File: src/rtl/alu_result_tx.sv
// Serializes one ALU result + zero flag as an 8N1 byte packet.
// Define ALU_RESULT_TX_CHECKSUM_EN to append an XOR checksum byte.
module alu_result_tx #(
  parameter int CLKS_PER_BIT = 434
) (
  input  logic        clk,
  input  logic        rst,
  input  logic        res_valid,
  output logic        res_ready,
  input  logic [15:0] res_data,
  input  logic        res_zero,
  output logic        tx,
  output logic        busy
);

`ifdef ALU_RESULT_TX_CHECKSUM_EN
  localparam int NBYTES = 4;
`else
  localparam int NBYTES = 3;
`endif
  localparam int CW = (CLKS_PER_BIT > 2) ? $clog2(CLKS_PER_BIT) : 1;

  typedef enum logic [1:0] {
    IDLE,
    START,
    DATA,
    STOP
  } state_e;

  state_e        state_q, state_d;
  logic [CW-1:0] cnt_q, cnt_d;
  logic [2:0]    bit_q, bit_d;
  logic [1:0]    byte_q, byte_d;
  logic [15:0]   data_q, data_d;
  logic          zero_q, zero_d;
  logic          tx_q, tx_d;

  logic [7:0] status;
  logic [7:0] cur_byte;
  logic       bit_end;
  logic       last_byte;
  logic       stop_end;

  assign status = 8'hA0 | {7'b0, zero_q};

  always_comb begin
    case (byte_q)
      2'd0: cur_byte = status;
      2'd1: cur_byte = data_q[15:8];
      2'd2: cur_byte = data_q[7:0];
`ifdef ALU_RESULT_TX_CHECKSUM_EN
      2'd3: cur_byte = status ^ data_q[15:8] ^ data_q[7:0];
`endif
      default: cur_byte = status;
    endcase
  end

  assign bit_end   = cnt_q == CW'(CLKS_PER_BIT - 1);
  assign last_byte = byte_q == 2'(NBYTES - 1);
  // tx lags the state by one cycle, so the final stop period in the
  // state machine is one cycle short; tx still holds it a full bit.
  assign stop_end  = last_byte ? (cnt_q == CW'(CLKS_PER_BIT - 2))
                               : bit_end;

  always_comb begin
    state_d = state_q;
    cnt_d   = cnt_q + CW'(1);
    bit_d   = bit_q;
    byte_d  = byte_q;
    data_d  = data_q;
    zero_d  = zero_q;
    tx_d    = 1'b1;
    unique case (state_q)
      IDLE: begin
        cnt_d  = '0;
        bit_d  = '0;
        byte_d = '0;
        if (res_valid) begin
          state_d = START;
          data_d  = res_data;
          zero_d  = res_zero;
        end
      end
      START: begin
        tx_d = 1'b0;
        if (bit_end) begin
          cnt_d   = '0;
          state_d = DATA;
        end
      end
      DATA: begin
        tx_d = cur_byte[bit_q];
        if (bit_end) begin
          cnt_d = '0;
          bit_d = bit_q + 3'd1;
          if (bit_q == 3'd7) state_d = STOP;
        end
      end
      STOP: begin
        tx_d = 1'b1;
        if (stop_end) begin
          cnt_d = '0;
          if (last_byte) begin
            state_d = IDLE;
            byte_d  = '0;
          end else begin
            state_d = START;
            byte_d  = byte_q + 2'd1;
          end
        end
      end
      default: state_d = IDLE;
    endcase
  end

  always_ff @(posedge clk or posedge rst) begin
    if (rst) begin
      state_q <= IDLE;
      cnt_q   <= '0;
      bit_q   <= '0;
      byte_q  <= '0;
      data_q  <= '0;
      zero_q  <= 1'b0;
      tx_q    <= 1'b1;
    end else begin
      state_q <= state_d;
      cnt_q   <= cnt_d;
      bit_q   <= bit_d;
      byte_q  <= byte_d;
      data_q  <= data_d;
      zero_q  <= zero_d;
      tx_q    <= tx_d;
    end
  end

  assign res_ready = state_q == IDLE;
  assign busy      = ~res_ready;
  assign tx        = tx_q;

endmodule
File: config.mk
export PLATFORM = sky130hd
export DESIGN_NAME = alu_result_tx
export DESIGN_NICKNAME = d
export VERILOG_FILES = /design/src/rtl/alu_result_tx.sv
export SDC_FILE = /design/constraint.sdc
export NUM_CORES = 1
export LEC_CHECK = 0
export CORE_ASPECT_RATIO = 1.75
export CORE_MARGIN = 3
export CORE_UTILIZATION = 55
export CTS_CLUSTER_SIZE = 25
export DETAILED_ROUTE_END_ITERATION = 8
export PLACE_DENSITY = 0.79
export SETUP_SLACK_MARGIN = 0.5
export SYNTH_ARGS = -nofsm -noshare
export SYNTH_HDL_FRONTEND = slang
export SYNTH_SLANG_ARGS = --single-unit
File: constraint.sdc
create_clock -name clk -period 2.6 [get_ports clk]
set_input_delay 0.52 -clock clk [delete_from_list [all_inputs] [get_ports clk]]
set_output_delay 0.52 -clock clk [all_outputs]
set_load 0.05 [all_outputs]
Word-level counts from Yosys, hierarchy flattened --
Cells that the tools add are included.
Storage, ports and cells: register bits 34, bits of input ports 20, output and inout bits 3
Cells by class: $add $sub $neg 3, magnitude comparators 1, equal/unequal tests 13, mux-type cells 20, bitwise operators 1, reductions and logical operators 8
Operator list (count):
- case mux 9 bit (3 select lines) | 1
- == test 9 bit, second input constant | 2
- 2-to-1 mux 9 bit | 2
- case mux 8 bit (2 select lines) | 1
- 2-to-1 mux 2 bit | 7
- inequality test 2 bit, second input constant | 5
- adder 9 x 1 -> 9 bit, second input constant | 1
- case mux 2 bit (4 select lines) | 1
- == test 2 bit, second input constant | 3
- case mux 3 bit (2 select lines) | 1
- AND reduction 2 bit | 3
- AND reduction 5 bit | 1
- == test 2 x 1 -> 1 bit, second input constant | 2
- < comparator 3 x 4 -> 1 bit, second input constant | 1
- case mux 2 bit (2 select lines) | 1
- nonzero test 2 bit | 2
- adder 3 x 1 -> 3 bit, second input constant | 1
- binary-select mux 1 bit (select 3 bit) | 1
- == test 3 bit, second input constant | 1
- 2-to-1 mux 1 bit | 3
- 2-to-1 mux 3 bit | 1
- adder 2 x 1 -> 2 bit, second input constant | 1
- zero test 2 bit | 1
- case mux 1 bit (2 select lines) | 1
- other kinds (2) | 2

Logic depth before layout (Yosys ltp) --
Gate-level depths: netlist of run 1.
depth after elaboration 5, mapped depth 8, gate-level depth less buffers 6

Least setup slack after synthesis of run 1 --
OpenSTA, ideal clock, no wires.
path kind register to register, start register state_q[0], end register state_q[0], setup time 82 ps, arrival 2221 ps, path slack 297 ps, cell stages (with the launch flop) 8, cell sequence dfrtp_1 > inv_1 > ha_1 > clkbuf_1 > inv_1 > o22ai_1 > or4b_1 > a22oi_2
Between the ends: longest elaborated chain between the ends 3
Ends and longest elaborated chain:
- start, declared | RTL line 30 | state_e state_q, state_d;
- start signal, assigned | RTL line 126 | state_q <= state_d;
- zero test 2 bit (*)
- net res_ready | RTL line 9 | output logic res_ready,
- inequality test 2 bit (no source line)
- AND reduction 5 bit (no source line)
The timed path passes the listed nets; every way through them passes the cells marked *. A chain may end at the register's enable or synchronous reset.

Worst setup path in the final report of run 1 --
start register state_q[0], end output port res_ready
Between the ends: longest elaborated chain between the ends 1
Ends and longest elaborated chain:
- zero test 2 bit | RTL line 136 | assign res_ready = state_q == IDLE;
- end, declared | RTL line 9
No other way between the ends.

==> flow_summary_export.csv, run 1 <==
group,metric,value,unit
yosys,yosys_warnings,0,
critical_path,slowest_stage,"dfrtp_1",
route,drtIter0Drc,34,
route,num_vias,1368,
global_routing,grt_max_degree,35,
floorplan,fp.dieW,49.6,microns
timing,fmax,486,MHz
global_routing,grt_usage,21.2,%
cells_and_area,fillers,257,
critical_path,cp_data_arrival_time,1.54,ns
timing,fin_worst_skew,0.00764,ns
cells_and_area,antennaDiodeCount,0,
floorplan,die_h,82.4,microns
route,post_drt_wl_per_cell,17.1,microns
cts,root_buffer,"clkbuf_8",
floorplan,io_pins,23,
critical_path,cp-end-kind,"output port",
yosys,avgSynthCellArea,11.2,sq um
global_routing,antenna_found_initial,0,
pwr,p_per_area,524,mW/mm^2
floorplan,num_rows,27,
cts,cts_max_path_buffers,2,
timing,maxSlewViolCount,0,
status,status,"completed",
cts,clk_latency,0.30,ns
timing,fin_crit_sh,79.1,%
yosys,synth_seq_cells,34,
yosys,syn_area,0.00183,sq mm
yosys,syn_nets,196,
yosys,ys_types,43,
route,via_per_inst,5.90,
route,drt_wl_total,3.97,mm
cts,cts_inserted_buffers,5,
place,gp_congestion,0.818,
yosys,synthFlopType,"dfrtp_1",
timing,grt_setup_unrepaired,"false",
cts,clkSinkCount,34,
timing,max_slew.worst_pin.slew,0.486,ns
cells_and_area,fin_nets,221,
critical_path,crit_path_start,"state_q[0]",
global_routing,overflow,0,
timing,setup_viol,0,
cells_and_area,final_layout_size_suffix_gt1_share,20.6,%
yosys,synthArstFlopShare,100,%
critical_path,cp_cell_sequence,"inv_1, ha_2, clkdlybuf4s15_2",
global_routing,grt_pass1_wl,6.38,mm
cts,clkTransAtPathRegs,0.07,ns
cells_and_area,fin_util,70.7,%
critical_path,max_stage_delay,0.40,ns
timing,finalHoldViolations,0,
timing,fin_crit,2.06,ns
place,dp_hpwl,2.99,mm
critical_path,worst_ep_required_time,2.08,ns
timing,fin_tns_setup,0,ns
critical_path,crit_path_max_fanout,9,
hold_path,hold_path.startpoint,"data_q[6]",
pwr,ir_worst_vdd,0.465,mV
yosys,synth-seq-area-share,46.5,%
route,drtPass1Iterations,6,
hold_path,worst_hold_path_type,"reg2reg",
timing,slew_headroom,67.8,%
floorplan,core_area,0.00318,sq mm
yosys,synth_edf_count,0,
cts,cts_tree,"yes",
route,ant_nets,0,
floorplan,start_util,57.7,%
critical_path,rr_startpoint,"cnt_q[3]",
cts,htreeDepth,2,
yosys,synth_cells,163,
floorplan,die_area,0.00409,sq mm
place,io_buffers,22,
cells_and_area,area_delta_synth_final,22.5,%
route,drcViolationCount,0,
pwr,leakage,1.04,nW
job,maxCapViolCount,0,
critical_path,startpoint_type,"register",
global_routing,grt_pass1_vias,1398,
critical_path,path_class,"reg2out",
[area by class of cell]
class                           instances  area (sq um)  area share, %
Clock buffer                            6          82.6           3.68
Clock inverter                          2          60.1           2.67
Inverter                               13          48.8           2.17
Multi-Input combinational cell        109           905           40.3
Sequential cell                        34           852           37.9
Tap cell                               43          53.8           2.40
Timing Repair Buffer                   25           244           10.9
[cell usage after synthesis, types with 2 or more instances]
cell       n  area share [%]
dfrtp_1   33              45
a22oi_1    5             2.0
nand3_1    6             1.6
xor2_1     3             1.4
nand2_1    5             1.0
ha_1      13             8.9
inv_1     13             2.7
a211oi_1   3             1.2
clkbuf_1   4            0.82
xnor2_1    4             1.9
nand4_1    4             1.4
mux2_2    18              11
o21ai_0    3            0.82
mux2i_1    2             1.1
nor2_1    16             3.3
a21oi_1    2            0.55
buf_2      2            0.55
a32o_1     2             1.1
[per-stage QoR]
step / power, mW / instance area, sq um / setup WS [ns] / cells / hold WS [ns]
after detailed placement: 0.580 / 2100 / 0.428 / 224 / 0.494
after CTS: 1.18 / 2240 / 0.547 / 232 / 0.511
final: 1.18 / 2250 / 0.543 / 232 / 0.510
after global routing: 1.21 / 2250 / 0.500 / 232 / 0.525
after floorplan: 0.547 / 1840 / 0.555 / 163 / 0.470
after global placement: 0.579 / 2100 / 0.465 / 224 / 0.491
[layer usage]
metal / track usage, % / vias to the layer above / share of wire [%]
met2: 40.8 / 38 / 58
met1: 20.2 / 686 / 34
met4: 10.5 / 0 / 3.1
met3: 5.92 / 17 / 4.7
met5: 0 / - / 0
li1: - / 627 / -
[placed cells by master (no fill, tap or decap), types with 3 or more instances in the layout]
master           synthesis  final
nand3_1                  6      6
xor2_1                   3      3
nand4_1                  4      4
ha_1                    13     12
nand2_1                  5      5
nor2_1                  16     16
a22oi_1                  5      5
o21ai_0                  3      3
dfrtp_1                 33     33
a211oi_1                 3      3
xnor2_1                  4      4
mux2_2                  18     18
inv_1                   13     12
clkdlybuf4s50_1          0     19
buf_4                    0      3
clkbuf_8                 0      6
[worst max-delay path: cells and delay by family, from the launching register on]
family | cells | cell delay, ns
buf+inv | 2 | 0.54
flops | 1 | 0.40
fa+ha+maj | 1 | 0.30
[power by group]
part | total (mW) | switching, mW | internal (mW)
clock | 0.608 | 0.199 | 0.409
sequential | 0.529 | 0 | 0.529
combinational | 0.0404 | 0.0143 | 0.0260
[sequential cells by signal (all words and copies together) (netlist names)]
signal,flops
cnt_q,9
state_q,2
zero_q,1
byte_q,2
bit_q,3
tx,1
data_q,16
[repair_timing]
action,4_1_cts,5_1_grt
gates resized for setup,7,1
hold buffers,0,0
pin swaps,0,1
hold endpoints to repair,0,0
buffers inserted,0,0
endpoints found under the setup margin,3,1
[worst paths after layout]
| kind | cells past startpoint | slack, ns | endpoint |
|---|---|---|---|
| worst min register to register | 1 | 0.51 | data_q[6] |
| worst max register to register | 4 | 0.56 | state_q[0] |
| worst min-delay path | 1 | 0.51 | data_q[6] |
| max in group asynchronous | 3 | 1.64 | tx |
| min in group asynchronous | 3 | 0.61 | data_q[1] |
| worst max-delay path | 3 | 0.54 | res_ready |
[cell families after synthesis]
family | after synthesis | synth area share, %
AO/OA/AOI/OAI | 29 | 13.0
multiplexers | 20 | 12.1
flip-flops | 34 | 46.5
adder cells (fa/ha/maj) | 13 | 8.87
buffers and inverters | 20 | 4.64
XOR/XNOR | 7 | 3.34
AND/OR/NAND/NOR | 40 | 11.5
Power figures use the tool's default switching activity.
==> run 2: changes to the inputs <==
CORE_UTILIZATION = 49   (was 55)
PLACE_DENSITY = 0.75   (was 0.79)
clock period = 1.8 ns   (was 2.6 ns; I/O delays follow)
==> run 2 against run 1 <==
Against the previous run:
- count of clock-buffer cells in the layout increased by 2
- first-iteration DRC count fell by 32%
- critical endpoint is now byte_q[0]
- routed wire length grew 23%
==> flow_summary_export.csv, run 2 (same netlist as run 1, synthesis figures left out) <==
group,metric,value,unit
timing,hold-worst-slack,0.453,ns
global_routing,overflow,0,
critical_path,critPathTopFamily,"compound AO/OA/AOI/OAI gates",
critical_path,cp_cell_sequence,"or3b_4, o31ai_4, buf_4, buf_6, o21ai_2, a32o_2",
critical_path,startpoint_type,"register",
timing,fin_crit_sh,97.7,%
route,via_per_inst,5.75,
pwr,p_per_area,544,mW/mm^2
cells_and_area,largest_reg_flops,16,
timing,finalHoldViolations,0,
cts,cts_tree,"yes",
cells_and_area,regMostFlops,"data_q",
floorplan,die_area,0.00454,sq mm
cts,clkTransAtPathRegs,0.08,ns
timing,grt_setup_unrepaired,"true",
cts,cts_max_path_buffers,2,
floorplan,die_h,86.9,microns
route,post_drt_wl_per_cell,18.4,microns
critical_path,cp-end-kind,"register",
cells_and_area,final_cell_mix,"dfrtp_1, buf_4, clkdlybuf4s50_1",
place,io_buffers,22,
cts,clk_latency,0.30,ns
critical_path,crit_path_max_fanout,5,
route,drt_wl_total,4.90,mm
cells_and_area,final_layout_size_suffix_gt1_share,47.3,%
timing,slew_headroom,70.6,%
timing,fmax,569,MHz
place,post-place-ws,0.00244,ns
timing,maxSlewViolCount,0,
floorplan,start_util,52.3,%
cells_and_area,fillers,196,
global_routing,grt_max_degree,35,
timing,setup_viol,0,
job,maxCapViolCount,0,
critical_path,cp_data_arrival_time,1.93,ns
cells_and_area,area_delta_synth_final,50.5,%
cts,clkSinkCount,34,
global_routing,grt_pass1_vias,1611,
critical_path,slowest_stage,"or3b_4",
pwr,ir_worst_vdd,0.788,mV
critical_path,worst_ep_required_time,1.97,ns
critical_path,path_class,"reg2reg",
place,placed_area,0.00224,sq mm
cells_and_area,fin_util,78.8,%
cts,htreeDepth,2,
timing,max_slew.worst_pin.slew,0.440,ns
cts,root_buffer,"clkbuf_8",
cells_and_area,stdcell_area,0.00276,sq mm
global_routing,grt_pass1_wl,7.51,mm
cells_and_area,antennaDiodeCount,0,
place,gp_congestion,0.749,
critical_path,max_stage_delay,0.43,ns
route,drcViolationCount,0,
floorplan,io_pins,23,
timing,fin_crit,1.76,ns
critical_path,path_buf_inv,2,
place,dp_hpwl,2.91,mm
global_routing,grt_usage,22.3,%
floorplan,num_rows,28,
hold_path,worst_hold_path_type,"in2async",
global_routing,antenna_found_initial,0,
route,drtPass1Iterations,4,
route,num_vias,1536,
floorplan,core_area,0.00350,sq mm
timing,fin_worst_skew,0.0193,ns
pwr,leakage,1.24,nW
route,drtIter0Drc,23,
status,status,"completed",
cells_and_area,top_regs,"data_q: 16 flops, cnt_q: 9 flops, bit_q: 3 flops",
route,ant_nets,0,
cts,cts_inserted_buffers,5,
timing,worst_slack,0.0422,ns
cells_and_area,fin_nets,254,
cells_and_area,layout_commonest_cell,"dfrtp_1",
floorplan,fp.dieW,52.2,microns
==> run 2: power breakdown <==
part	leakage (nW)	internal (mW)	total (mW)	switching (mW)
logic	0.734	0.0393	0.0654	0.0260
clock network	0.0575	0.386	0.670	0.284
registers	0.450	0.764	0.764	0
==> run 2: worst paths after layout <==
kind | start | end | slack (ns) | cells after the start
min in group clk | cnt_q[0] | cnt_q[0] | 0.48 | 1
worst max register to register | cnt_q[2] | byte_q[0] | 0.04 | 6
worst max-delay path | cnt_q[2] | byte_q[0] | 0.04 | 6
max in group asynchronous | rst | tx | 1.00 | 3
worst min register to register | cnt_q[0] | cnt_q[0] | 0.48 | 1
worst min-delay path | rst | cnt_q[3] | 0.45 | 3
==> run 2: final cells by class <==
class	count	area [sq um]	area share, %
clock buffers	8	110	3.99
inverters	13	56.3	2.04
flip-flops and latches	34	855	31.0
repair buffers	55	528	19.1
multi-input cells	112	1150	41.8
well taps	45	56.3	2.04
==> run 2: layer usage <==
metal  global-route usage, %  routed length, microns  up-vias
li1                        -                       -      705
met1                    23.4                    1830      755
met2                    41.1                    2730       59
met3                    4.29                     195       17
met4                    10.0                     148        0
met5                       0                       0        -
==> run 2: timing repair <==
item                                    CTS  global route
endpoints found under the setup margin   37            37
pin swaps                                13             7
hold buffers                              0             0
setup buffers                            13             7
gates cloned                              2             1
gates resized for setup                  38            14
==> run 2: worst reg2reg max path, cell delays in order, from the launching register on <==
cell and delay [ns]:
dfrtp_1 0.39, or3b_4 0.43, o31ai_4 0.23, buf_4 0.16, buf_6 0.11, o21ai_2 0.07
a32o_2 0.24
==> run 2: stage by stage <==
| step | std cells | TNS (ns) | total power [mW] |
|---|---|---|---|
| floorplan | 163 | -0.103 | 0.790 |
| global placement | 236 | 0 | 0.839 |
| detailed placement | 236 | 0 | 0.841 |
| CTS | 259 | 0 | 1.50 |
| global route | 267 | -0.00679 | 1.55 |
| finish | 267 | 0 | 1.50 |
